$ cat src/rtl/tqvp_dlmiles_i2c_pkg.sv
// Shared constants for the I2C timebase: bus-rate divisors at 64 MHz,
// default compare limits and compare channel assignments.
package tqvp_dlmiles_i2c_pkg;

  localparam int unsigned DIV_FASTPLUS = 3;
  localparam int unsigned DIV_FAST     = 9;
  localparam int unsigned DIV_STANDARD = 39;
  localparam int unsigned DIV_SLOW     = 399;

  localparam int unsigned CMP_EDGEWAIT = 2;
  localparam int unsigned CMP_PREWAIT  = 6;
  localparam int unsigned CMP_SCLHIGH  = 7;
  localparam int unsigned CMP_SCLLOW   = 9;
  localparam int unsigned CMP_TIMEOUT  = 511;

  localparam int unsigned CH_EDGEWAIT = 0;
  localparam int unsigned CH_PREWAIT  = 1;
  localparam int unsigned CH_SCLHIGH  = 2;
  localparam int unsigned CH_SCLLOW   = 3;
  localparam int unsigned CH_TIMEOUT  = 4;
  localparam int unsigned NUM_CH      = 5;

  localparam int unsigned SUBTICK_W = 4;

endpackage

$ cat src/rtl/tqvp_dlmiles_i2c_prescaler.sv
// Programmable clock prescaler: emits one tick every div_limit_i+1 running clocks.
module tqvp_dlmiles_i2c_prescaler #(
  parameter int unsigned DIV_W = 10
) (
  input  logic             clk,
  input  logic             rst,
  input  logic             run_i,
  input  logic             clear_i,
  input  logic [DIV_W-1:0] div_limit_i,
  output logic             tick_o
);

  logic [DIV_W-1:0] div_cnt_q, div_cnt_d;

  // Divisor is sampled only on reload, so a new limit waits for the current period.
  always_comb begin
    div_cnt_d = div_cnt_q;
    if (clear_i) begin
      div_cnt_d = '0;
    end else if (run_i) begin
      if (div_cnt_q == '0) div_cnt_d = div_limit_i;
      else                 div_cnt_d = div_cnt_q - DIV_W'(1);
    end
  end

  always_ff @(posedge clk) begin
    if (rst) div_cnt_q <= '0;
    else     div_cnt_q <= div_cnt_d;
  end

  assign tick_o = run_i && (div_cnt_q == '0);

endmodule

$ cat src/rtl/tqvp_dlmiles_i2c_timebase.sv
// I2C timebase: prescaler, tick counter with overflow flag, pulse/sticky
// compare channels and an SCL idle / not-idle monitor.
module tqvp_dlmiles_i2c_timebase
  import tqvp_dlmiles_i2c_pkg::*;
#(
  parameter int unsigned CNT_W  = 12,
  parameter int unsigned DIV_W  = 10,
  parameter int unsigned NCMP   = NUM_CH,
  parameter int unsigned IDLE_W = 4
) (
  input  logic                  clk,
  input  logic                  rst,
  input  logic                  timer_run_i,
  input  logic                  timer_clear_i,
  input  logic [DIV_W-1:0]      div_limit_i,
  input  logic [NCMP*CNT_W-1:0] cmp_limit_i,
  input  logic [NCMP-1:0]       cmp_sticky_i,
  output logic                  stb_tick_o,
  output logic [NCMP-1:0]       stb_cmp_o,
  output logic                  stb_first_o,
  output logic                  stb_overflow_o,
  output logic [CNT_W-1:0]      count_o,
  input  logic                  scl_i,
  input  logic                  idle_reset_i,
  input  logic                  idle_arm_i,
  input  logic [IDLE_W-1:0]     idle_limit_i,
  output logic                  idle_strobe_o,
  output logic                  idle_notidle_o
);

  logic tick;
  logic tick_eff;

  tqvp_dlmiles_i2c_prescaler #(.DIV_W(DIV_W)) u_prescaler (
    .clk        (clk),
    .rst        (rst),
    .run_i      (timer_run_i),
    .clear_i    (timer_clear_i),
    .div_limit_i(div_limit_i),
    .tick_o     (tick)
  );

  assign stb_tick_o = tick;
  // A clear swallows a coincident tick for the counter and compare channels.
  assign tick_eff   = tick && !timer_clear_i;

  logic [CNT_W-1:0] count_q, count_d;
  logic             ovf_q, ovf_d;
  logic             first_q, first_d;

  always_comb begin
    count_d = count_q;
    ovf_d   = ovf_q;
    first_d = 1'b0;
    if (timer_clear_i) begin
      count_d = '0;
      ovf_d   = 1'b0;
    end else if (tick_eff) begin
      count_d = count_q + CNT_W'(1);
      if (&count_q) ovf_d = 1'b1;
    end
  end

  always_ff @(posedge clk) begin
    if (rst) begin
      count_q <= '0;
      ovf_q   <= 1'b0;
      first_q <= 1'b1;
    end else begin
      count_q <= count_d;
      ovf_q   <= ovf_d;
      first_q <= first_d;
    end
  end

  assign count_o        = count_q;
  assign stb_overflow_o = ovf_q;
  assign stb_first_o    = first_q;

  for (genvar k = 0; k < NCMP; k++) begin : g_cmp
    logic hit;
    logic sticky_q, sticky_d;

    assign hit = tick_eff && (count_q == cmp_limit_i[k*CNT_W +: CNT_W]);

    always_comb begin
      sticky_d = sticky_q;
      if (timer_clear_i)                 sticky_d = 1'b0;
      else if (cmp_sticky_i[k] && hit)   sticky_d = 1'b1;
    end

    always_ff @(posedge clk) begin
      if (rst) sticky_q <= 1'b0;
      else     sticky_q <= sticky_d;
    end

    assign stb_cmp_o[k] = cmp_sticky_i[k] ? sticky_q : hit;
  end

  logic [SUBTICK_W-1:0] sub_q, sub_d;
  logic [IDLE_W-1:0]    unit_q, unit_d;
  logic                 notidle_q, notidle_d;

  // Idle measurement counts ticks of continuous SCL high, in 16-tick units.
  always_comb begin
    sub_d     = sub_q;
    unit_d    = unit_q;
    notidle_d = notidle_q;
    if (!scl_i || idle_reset_i) begin
      sub_d  = '0;
      unit_d = '0;
    end else if (tick) begin
      sub_d = sub_q + SUBTICK_W'(1);
      if ((&sub_q) && !(&unit_q)) unit_d = unit_q + IDLE_W'(1);
    end
    if (!idle_arm_i)  notidle_d = 1'b0;
    else if (!scl_i)  notidle_d = 1'b1;
  end

  always_ff @(posedge clk) begin
    if (rst) begin
      sub_q     <= '0;
      unit_q    <= '0;
      notidle_q <= 1'b0;
    end else begin
      sub_q     <= sub_d;
      unit_q    <= unit_d;
      notidle_q <= notidle_d;
    end
  end

  assign idle_strobe_o  = scl_i && (unit_q >= idle_limit_i);
  assign idle_notidle_o = notidle_q;

endmodule

$ cat config.mk
export PLATFORM = sky130hd
export DESIGN_NAME = tqvp_dlmiles_i2c_timebase
export DESIGN_NICKNAME = d
export VERILOG_FILES = /design/src/rtl/tqvp_dlmiles_i2c_pkg.sv /design/src/rtl/tqvp_dlmiles_i2c_prescaler.sv /design/src/rtl/tqvp_dlmiles_i2c_timebase.sv
export SDC_FILE = /design/constraint.sdc
export NUM_CORES = 1
export LEC_CHECK = 0
export BUFFER_PORTS_ARGS = -buffer_cell sky130_fd_sc_hd__buf_4
export CAP_MARGIN = 10
export CORE_MARGIN = 3
export CORE_UTILIZATION = 39
export DETAILED_ROUTE_END_ITERATION = 8
export PLACE_DENSITY = 0.7
export SLEW_MARGIN = 20
export SYNTH_ARGS = -nofsm -noshare
export SYNTH_HDL_FRONTEND = slang
export SYNTH_SLANG_ARGS = --single-unit
export TNS_END_PERCENT = 30
$ cat constraint.sdc
create_clock -name clk -period 5.4 [get_ports clk]
set_input_delay 0.54 -clock clk [delete_from_list [all_inputs] [get_ports clk]]
set_output_delay 0.54 -clock clk [all_outputs]
set_load 0.005 [all_outputs]
# [Word-level counts from Yosys, hierarchy flattened]
# Cells that the tools add are included.
[totals] regBits=38 inputBits=86
[op_classes] addsub=4 n_lt_le_gt_ge=1 eq_ne=5 muxes=7 n_bitwise=1 n_reduce_logical=26
[op_table] cell="$eq 12x12->1" count=5
[op_table] cell="$logic_and 1x1->1" count=14
[op_table] cell="$reduce_and 13->1" count=1
[op_table] cell="$add 12x1->12 const B" count=1
[op_table] cell="$logic_not 10->1" count=1
[op_table] cell="$mux 10" count=1
[op_table] cell="$sub 10x1->10 const B" count=1
[op_table] cell="$add 4x1->4 const B" count=2
[op_table] cell="$reduce_and 4->1" count=2
[op_table] cell="$mux 1" count=6
[op_table] cell="$reduce_or 2->1" count=3
[op_table] cell="$ge 4x4->1" count=1
[op_table] cell="$logic_not 1->1" count=3
[op_table] cell="$reduce_and 2->1" count=1
[op_table] cell="$logic_or 1x1->1" count=1
[op_table] cell="$not 1->1" count=1

# [Longest topological paths before layout]
# Gate-level depths: netlist of run 1.
[depth] depth_word=5 depth_mapped=9 depth_no_buf=7

# [By module]
# A second synthesis of run 1 with hierarchy kept.
[unflattened] cells_unflattened=329 hier_area_um2=2722.6
[by_module_without_submodules] module="tqvp_dlmiles_i2c_timebase" n_inst=1 cells_per_inst=250 area_per_inst_um2=2097.0 seq_area_each_um2=560.5
[by_module_without_submodules] module="tqvp_dlmiles_i2c_prescaler" n_inst=1 cells_per_inst=79 area_per_inst_um2=625.6 seq_area_each_um2=200.2

# [Worst setup path after synthesis of run 1]
# No wires, ideal clock.
[synth_timing] kind="input -> output" startpoint="input port timer_run_i" endpoint="output port stb_cmp_o[0]" arrival_ps=1657 required_ps=4860 slack_ps=3203 stages=5 n_path_buf=1 cell_sequence="nor4b_4 -> and4_2 -> clkbuf_1 -> nand2_1 -> o21ai_0"
[synth_between] elab_chain_cells=4
[synth_lines] item="from (decl)" line_no="tqvp_dlmiles_i2c_timebase.sv:13" rtl="input logic timer_run_i,"
[synth_lines] item="$logic_and 1x1->1" line_no="tqvp_dlmiles_i2c_prescaler.sv:31" rtl="assign tick_o = run_i && (div_cnt_q == '0);"
[synth_lines] item="$logic_and 1x1->1" line_no="tqvp_dlmiles_i2c_timebase.sv:45" rtl="assign tick_eff = tick && !timer_clear_i;"
[synth_lines] item="$logic_and 1x1->1" line_no="tqvp_dlmiles_i2c_timebase.sv:84" rtl="assign hit = tick_eff && (count_q == cmp_limit_i[k*CNT_W +: CNT_W]);"
[synth_lines] item="$mux 1" line_no="tqvp_dlmiles_i2c_timebase.sv:97" rtl="assign stb_cmp_o[k] = cmp_sticky_i[k] ? sticky_q : hit;"
[synth_lines] item="to (decl)" line_no="tqvp_dlmiles_i2c_timebase.sv:19" rtl="output logic [NCMP-1:0] stb_cmp_o,"
# No other way between the ends.

# [Worst setup path in the final report of run 1]
[layout_timing] startpoint="register u_prescaler.div_cnt_q[5]" endpoint="output port stb_cmp_o[0]"
[layout_between] elab_chain_cells=5
[layout_lines] item="from (decl)" line_no="tqvp_dlmiles_i2c_prescaler.sv:13" rtl="logic [DIV_W-1:0] div_cnt_q, div_cnt_d;"
[layout_lines] item="from (signal assigned)" line_no="tqvp_dlmiles_i2c_prescaler.sv:28" rtl="else div_cnt_q <= div_cnt_d;"
[layout_lines] item="$logic_not 10->1" line_no="tqvp_dlmiles_i2c_prescaler.sv:31"
[layout_lines] item="$logic_and 1x1->1" line_no="tqvp_dlmiles_i2c_prescaler.sv:31"
[layout_lines] item="$logic_and 1x1->1" line_no="tqvp_dlmiles_i2c_timebase.sv:45"
[layout_lines] item="$logic_and 1x1->1" line_no="tqvp_dlmiles_i2c_timebase.sv:84"
[layout_lines] item="$mux 1" line_no="tqvp_dlmiles_i2c_timebase.sv:97"
# No other way between the ends.

==> impl_metrics.toml, run 1 <==
[final_layout]
multiInputGateArea_sq_um = 1722
num-fill-cells = 626
drive_gt1_share_pct = 29.67
post-route-util_pct = 55.25
area_growth_pct = 35.84
nets = 511
antenna_cells = 0
ff_latch_area_sq_um = 760.7

[worst_setup_path]
critPathCaptureType = "primary output"
worstPathArrival_ns = 2.05
rr_startpoint = "count_o[2]$_SDFFE_PP0P_"
critPathKind = "flop to primary output"
crit_start = "u_prescaler.div_cnt_q[5]$_SDFFE_PP0P_"
startpoint_type = "flop"
critPathRequiredTime_ns = 4.86
path_max_fanout = 13

[logic_synthesis]
synthFlopType = "dfxtp_1"
synth-seq-cells = 38
synthDistinctLibCells = 41
synth_area_sq_um = 2597
synthCells = 322
yosys_warnings = 0
synth_edf_count = 0
syn-num-nets = 416
async_reset_ff_share_pct = 0
yosysSeqAreaShare_pct = 29.29
synth_area_per_cell_sq_um = 8.067

[route]
vias = 2560
firstDrtPassIters = 4
drc_errors = 0
viasPerCell = 5.172
detail-route-antenna-nets = 0
routedWlPerCell_um = 14.54
first_iter_violations = 111
wl_um = 7198

[clocking]
clk_pin_slew_ns = 0.08
cts_sinks = 38
hold_buffers = 0
clockBufferDepth = 2
cts_tree = "done"
post_cts_buffers = 0
cts_root_buffer = "clkbuf_8"
insertion_delay_ns = 0.29
cts-buffers-inserted = 5
htree_levels = 2
postCtsResizedCells = 0

[power]
ir_drop_uv = 197.7
power_frac_clock_pct = 32.7
power.density_nw_per_um2 = 208.9
seq_power_share_pct = 41.1
comb_power_share_pct = 26.2
p_switching_uw = 209.6
intPower_uw = 527.5
switching_share_pct = 28.43
p_leak_uw = 0.001371
total_power_uw = 737.1

[flow_run]
cap_violations = 0

[placed_design]
dp_hpwl_um = 5473
routabilityCongestion = 0.8495
io_buffers = 107
pre_cts_slack_ns = 2.944

[sta]
worst_slack_ns = 2.807
hold_violations = 0
clock-skew-final_ns = 0.002743
fmax_ghz = 0.3856
rsz0062_at_grt = "no"
period_minus_slack_ns = 2.593
hold_ws_ns = 0.3792
timing.final.crit_share_pct = 48.02
setup_viol = 0
fin_setup_tns_ns = 0
report.final.slew_viol_count = 0
tightest_slew_ns = 0.6011
relSlewSlack_pct = 59.87

[die]
design.core.area_sq_um = 6386
die_area_sq_um = 7676
die-height_um = 87.61
die_w_um = 87.61
num_io_pins = 108
rows = 29
start_util_pct = 40.67

[status]
status = "completed"

[global_routing]
grt.total_usage_pct = 18.79
grt_max_degree = 28
grt_pass1_vias = 2381
grt_pass1_wl_um = 11260
grt-ovfl-total = 0
antenna_found_initial = 0

[min_path]
min-delay-start = "rst"
min_path_type = "input port to flop"
path summary, 6_finish.rpt:
kind / end / slack [ns] / cells past startpoint
setup / recovery: stb_cmp_o[0] / 2.81 / 5
hold / removal: stb_first_o$_DFF_P_ / 0.38 / 1
setup reg to reg: count_o[10]$_SDFFE_PP0P_ / 3.24 / 5
hold reg to reg: g_cmp[1].sticky_q$_SDFFE_PP0P_ / 0.47 / 2
layout make-up:
cell class                      instances  area share (%)
Clock buffer                            5           1.950
Clock inverter                          3           1.135
Inverter                               10           1.064
Multi-Input combinational cell        255           48.79
Sequential cell                        38           21.56
Tap cell                               77           2.730
Timing Repair Buffer                  107           22.77
per-stage QoR:
step / cells / area, sq um
final: 495 / 3528
after global routing: 495 / 3528
after CTS: 495 / 3528
after detailed placement: 487 / 3420
after global placement: 487 / 3420
after floorplan: 322 / 2597
per-layer routing:
| layer | share of wire (%) | vias to the layer above | track usage (%) | wire (um) |
|---|---|---|---|---|
| li1 | - | 1290 | - | - |
| met1 | 43 | 1166 | 22.68 | 3117 |
| met2 | 46 | 94 | 32.88 | 3327 |
| met3 | 8.9 | 10 | 4.798 | 642 |
| met4 | 1.6 | 0 | 5.439 | 112 |
| met5 | 0 | - | 0 | 0 |
synth_stat cells (2+ instances only):
cell type  instances  share of area [%]
a21o_1             2               0.58
xnor2_1           67                 23
or3_1              3               0.72
nor2b_1            3               0.72
nor2_1            30                4.3
xor2_1             9                3.0
nand4_1           19                4.6
buf_2              5               0.96
o21ai_0            9                1.7
o31ai_1            3               0.87
nand2_1           30                4.3
nand2b_1           3               0.72
mux2i_1            2               0.77
and2_1             2               0.48
or2_2              2               0.48
a21oi_1           10                1.9
o211ai_1           2               0.58
nor3_1            12                2.3
dfxtp_1           38                 29
a31oi_1            9                2.2
nand3_1           14                2.7
inv_1             10                1.4
clkbuf_1          13                1.9
ha_1               8                3.9
power groups by stage:
stage / Sequential (uW) / Combinational, uW / Clock, uW
2_1_floorplan: 304 / 118 / 0
3_3_place_gp: 309 / 191 / 0
3_5_place_dp: 310 / 193 / 0
4_1_cts: 303 / 194 / 246
5_1_grt: 304 / 215 / 261
6_report: 303 / 193 / 241
placed cells by master, fill, tap and decap left out, types with 3 or more instances in the layout:
cell type / n
nor2_1: 30
nor3_1: 12
nand2b_1: 3
dfxtp_1: 38
o31ai_1: 3
xnor2_1: 67
nand3_1: 14
nand2_1: 30
or3_1: 3
nand4_1: 19
xor2_1: 9
nor2b_1: 3
o21ai_0: 9
ha_1: 8
buf_4: 107
inv_1: 10
clkbuf_8: 5
a21oi_1: 10
a31oi_1: 9
flip-flops by register name, indices dropped and copies added (netlist names):
register	cells
count_o	12
u_prescaler.div_cnt_q	10
g_cmp.sticky_q	5
sub_q	4
unit_q	4
idle_notidle_o	1
stb_first_o	1
stb_overflow_o	1
worst max-delay path, cell delays in order, from the launching register on:
cell	delay, ns
dfxtp_1	0.38
nor4_4	0.49
and4_2	0.50
nand2_1	0.08
o21ai_0	0.16
buf_4	0.13
logic make-up (layout without fill, tap and decap cells):
family	count (synthesis)	after routing	share of synthesized area, %
muxes	3	3	1.204
AOI/OAI and AO/OA	38	38	8.815
adders and majority gates	8	8	3.854
buffers and inverters	29	125	4.432
DFF	38	38	29.29
xor gates and xnor gates	76	76	25.63
and+or+nand+nor	130	130	26.78
Note: power is estimated with default switching activity, not from simulation.
==> run 2: changes to the inputs <==
==> constraint.sdc (replaced) <==
create_clock -name clk -period 2.5 [get_ports clk]
set_input_delay 0.25 -clock clk [delete_from_list [all_inputs] [get_ports clk]]
set_output_delay 0.25 -clock clk [all_outputs]
set_load 0.005 [all_outputs]
==> impl_metrics.toml, run 2 (same netlist as run 1, synthesis figures left out) <==
[sta]
fin_setup_tns_ns = 0
period_minus_slack_ns = 2.324
rsz0062_at_grt = "no"
report.final.slew_viol_count = 0
hold_violations = 0
fmax_ghz = 0.4302
tightest_slew_ns = 0.5674
relSlewSlack_pct = 62.12
timing.final.crit_share_pct = 92.98
clock-skew-final_ns = 0.007054
setup_viol = 0

[worst_setup_path]
critPathRequiredTime_ns = 2.25
path_max_fanout = 13
worstPathArrival_ns = 2.07
cp_top_family = "simple AND/OR/NAND/NOR gates"
crit_chain = "nor4_4, and4_2, nand2_1, o21ai_0, buf_4"
critPathCaptureType = "primary output"
crit_slowest_cell = "and4_2"
cp_num_cells = 5
crit_start = "u_prescaler.div_cnt_q[5]$_SDFFE_PP0P_"
crit_end = "stb_cmp_o[4]"
critPathKind = "flop to primary output"
reg2reg_depth = 5
slowest_delay_ns = 0.50
r2r_end = "count_o[10]$_SDFFE_PP0P_"
rr_startpoint = "u_prescaler.div_cnt_q[5]$_SDFFE_PP0P_"
regToRegSetupSlack_ns = 0.41
cp_num_buf_inv = 1
startpoint_type = "flop"

[final_layout]
num-fill-cells = 621
final_common_cell = "buf_4"
largest_reg_flops = 12
drive_gt1_share_pct = 30.99
nets = 519
final_cell_mix = "buf_4 (115), xnor2_1 (67), dfxtp_1 (38)"
area_growth_pct = 39.26
multiInputGateArea_sq_um = 1722
antenna_cells = 0
ff_latch_area_sq_um = 760.7

[power]
power.density_nw_per_um2 = 474.1
p_leak_uw = 0.001425
total_power_uw = 1715
ir_drop_uv = 405.4

[clocking]
cts_tree = "done"
hold_buffers = 0
cts_root_buffer = "clkbuf_8"
clockBufferDepth = 2
postCtsResizedCells = 0
cts-buffers-inserted = 5
htree_levels = 2
post_cts_buffers = 0
insertion_delay_ns = 0.30
cts_sinks = 38
clk_pin_slew_ns = 0.08

[die]
die_area_sq_um = 7676
start_util_pct = 40.67
die-height_um = 87.61
die_w_um = 87.61
design.core.area_sq_um = 6386
rows = 29
num_io_pins = 108

[flow_run]
cap_violations = 0

[placed_design]
dp_hpwl_um = 5852
io_buffers = 107
routabilityCongestion = 0.8730

[route]
drc_errors = 0
first_iter_violations = 87
firstDrtPassIters = 4
detail-route-antenna-nets = 0
routedWlPerCell_um = 14.94
vias = 2639
wl_um = 7514
viasPerCell = 5.247

[global_routing]
grt-ovfl-total = 0
grt_pass1_wl_um = 11640
grt_pass1_vias = 2555
grt_max_degree = 28
antenna_found_initial = 0
grt.total_usage_pct = 19.33

[status]
status = "completed"

[min_path]
min_path_type = "input port to flop"
[run 2: changes by cell type in the layout (fill, tap and decap cells not counted), sizes merged]
cell / previous run / this run
bufinv: 1 / 2
clkinv: 2 / 1
buf: 107 / 115
[run 2: metal layers]
metal / up-vias / track usage (%) / part of all wire [%]
li1: 1307 / - / -
met1: 1223 / 22.13 / 41
met2: 98 / 35.21 / 49
met3: 11 / 4.704 / 8.8
met4: 0 / 5.997 / 1.8
met5: - / 0 / 0
[run 2: worst min-delay path by stage]
stage / from / end / slack [ns] / depth (start not counted)
floorplan: rst / stb_first_o$_DFF_P_ / 0.28 / 0
global placement: rst / stb_first_o$_DFF_P_ / 0.39 / 1
detailed placement: rst / stb_first_o$_DFF_P_ / 0.39 / 1
CTS: rst / stb_first_o$_DFF_P_ / 0.07 / 1
global route: rst / stb_first_o$_DFF_P_ / 0.07 / 1
finish: rst / stb_first_o$_DFF_P_ / 0.08 / 1
[run 2: per-stage QoR]
| stage | util [%] | area [sq um] | std cells | hold slack (ns) | setup WS (ns) |
|---|---|---|---|---|---|
| 6_report | 56.64 | 3617 | 503 | 0.07680 | 0.1756 |
| 5_1_grt | 56.64 | 3617 | 503 | 0.06971 | 0.02184 |
| 4_1_cts | 56.64 | 3617 | 503 | 0.06937 | 0.1635 |
| 3_5_place_dp | 54.49 | 3480 | 495 | 0.3895 | 0.4272 |
| 3_3_place_gp | 54.49 | 3480 | 495 | 0.3880 | 0.4695 |
| 2_1_floorplan | - | 2597 | 322 | 0.2777 | 0.5674 |
[run 2: where the power goes]
part	internal [uW]	switching, uW	total (uW)
clock	400	239	639
sequential	623	28.1	651
combinational	225	200	425
[run 2: final cells by class]
class / instances / area share (%)
clock buffer: 5 / 1.902
multi-input combinational: 255 / 47.60
timing repair buffer: 115 / 23.87
clock inverter: 3 / 1.902
sequential: 38 / 21.03
inverter: 10 / 1.038
tap: 77 / 2.663
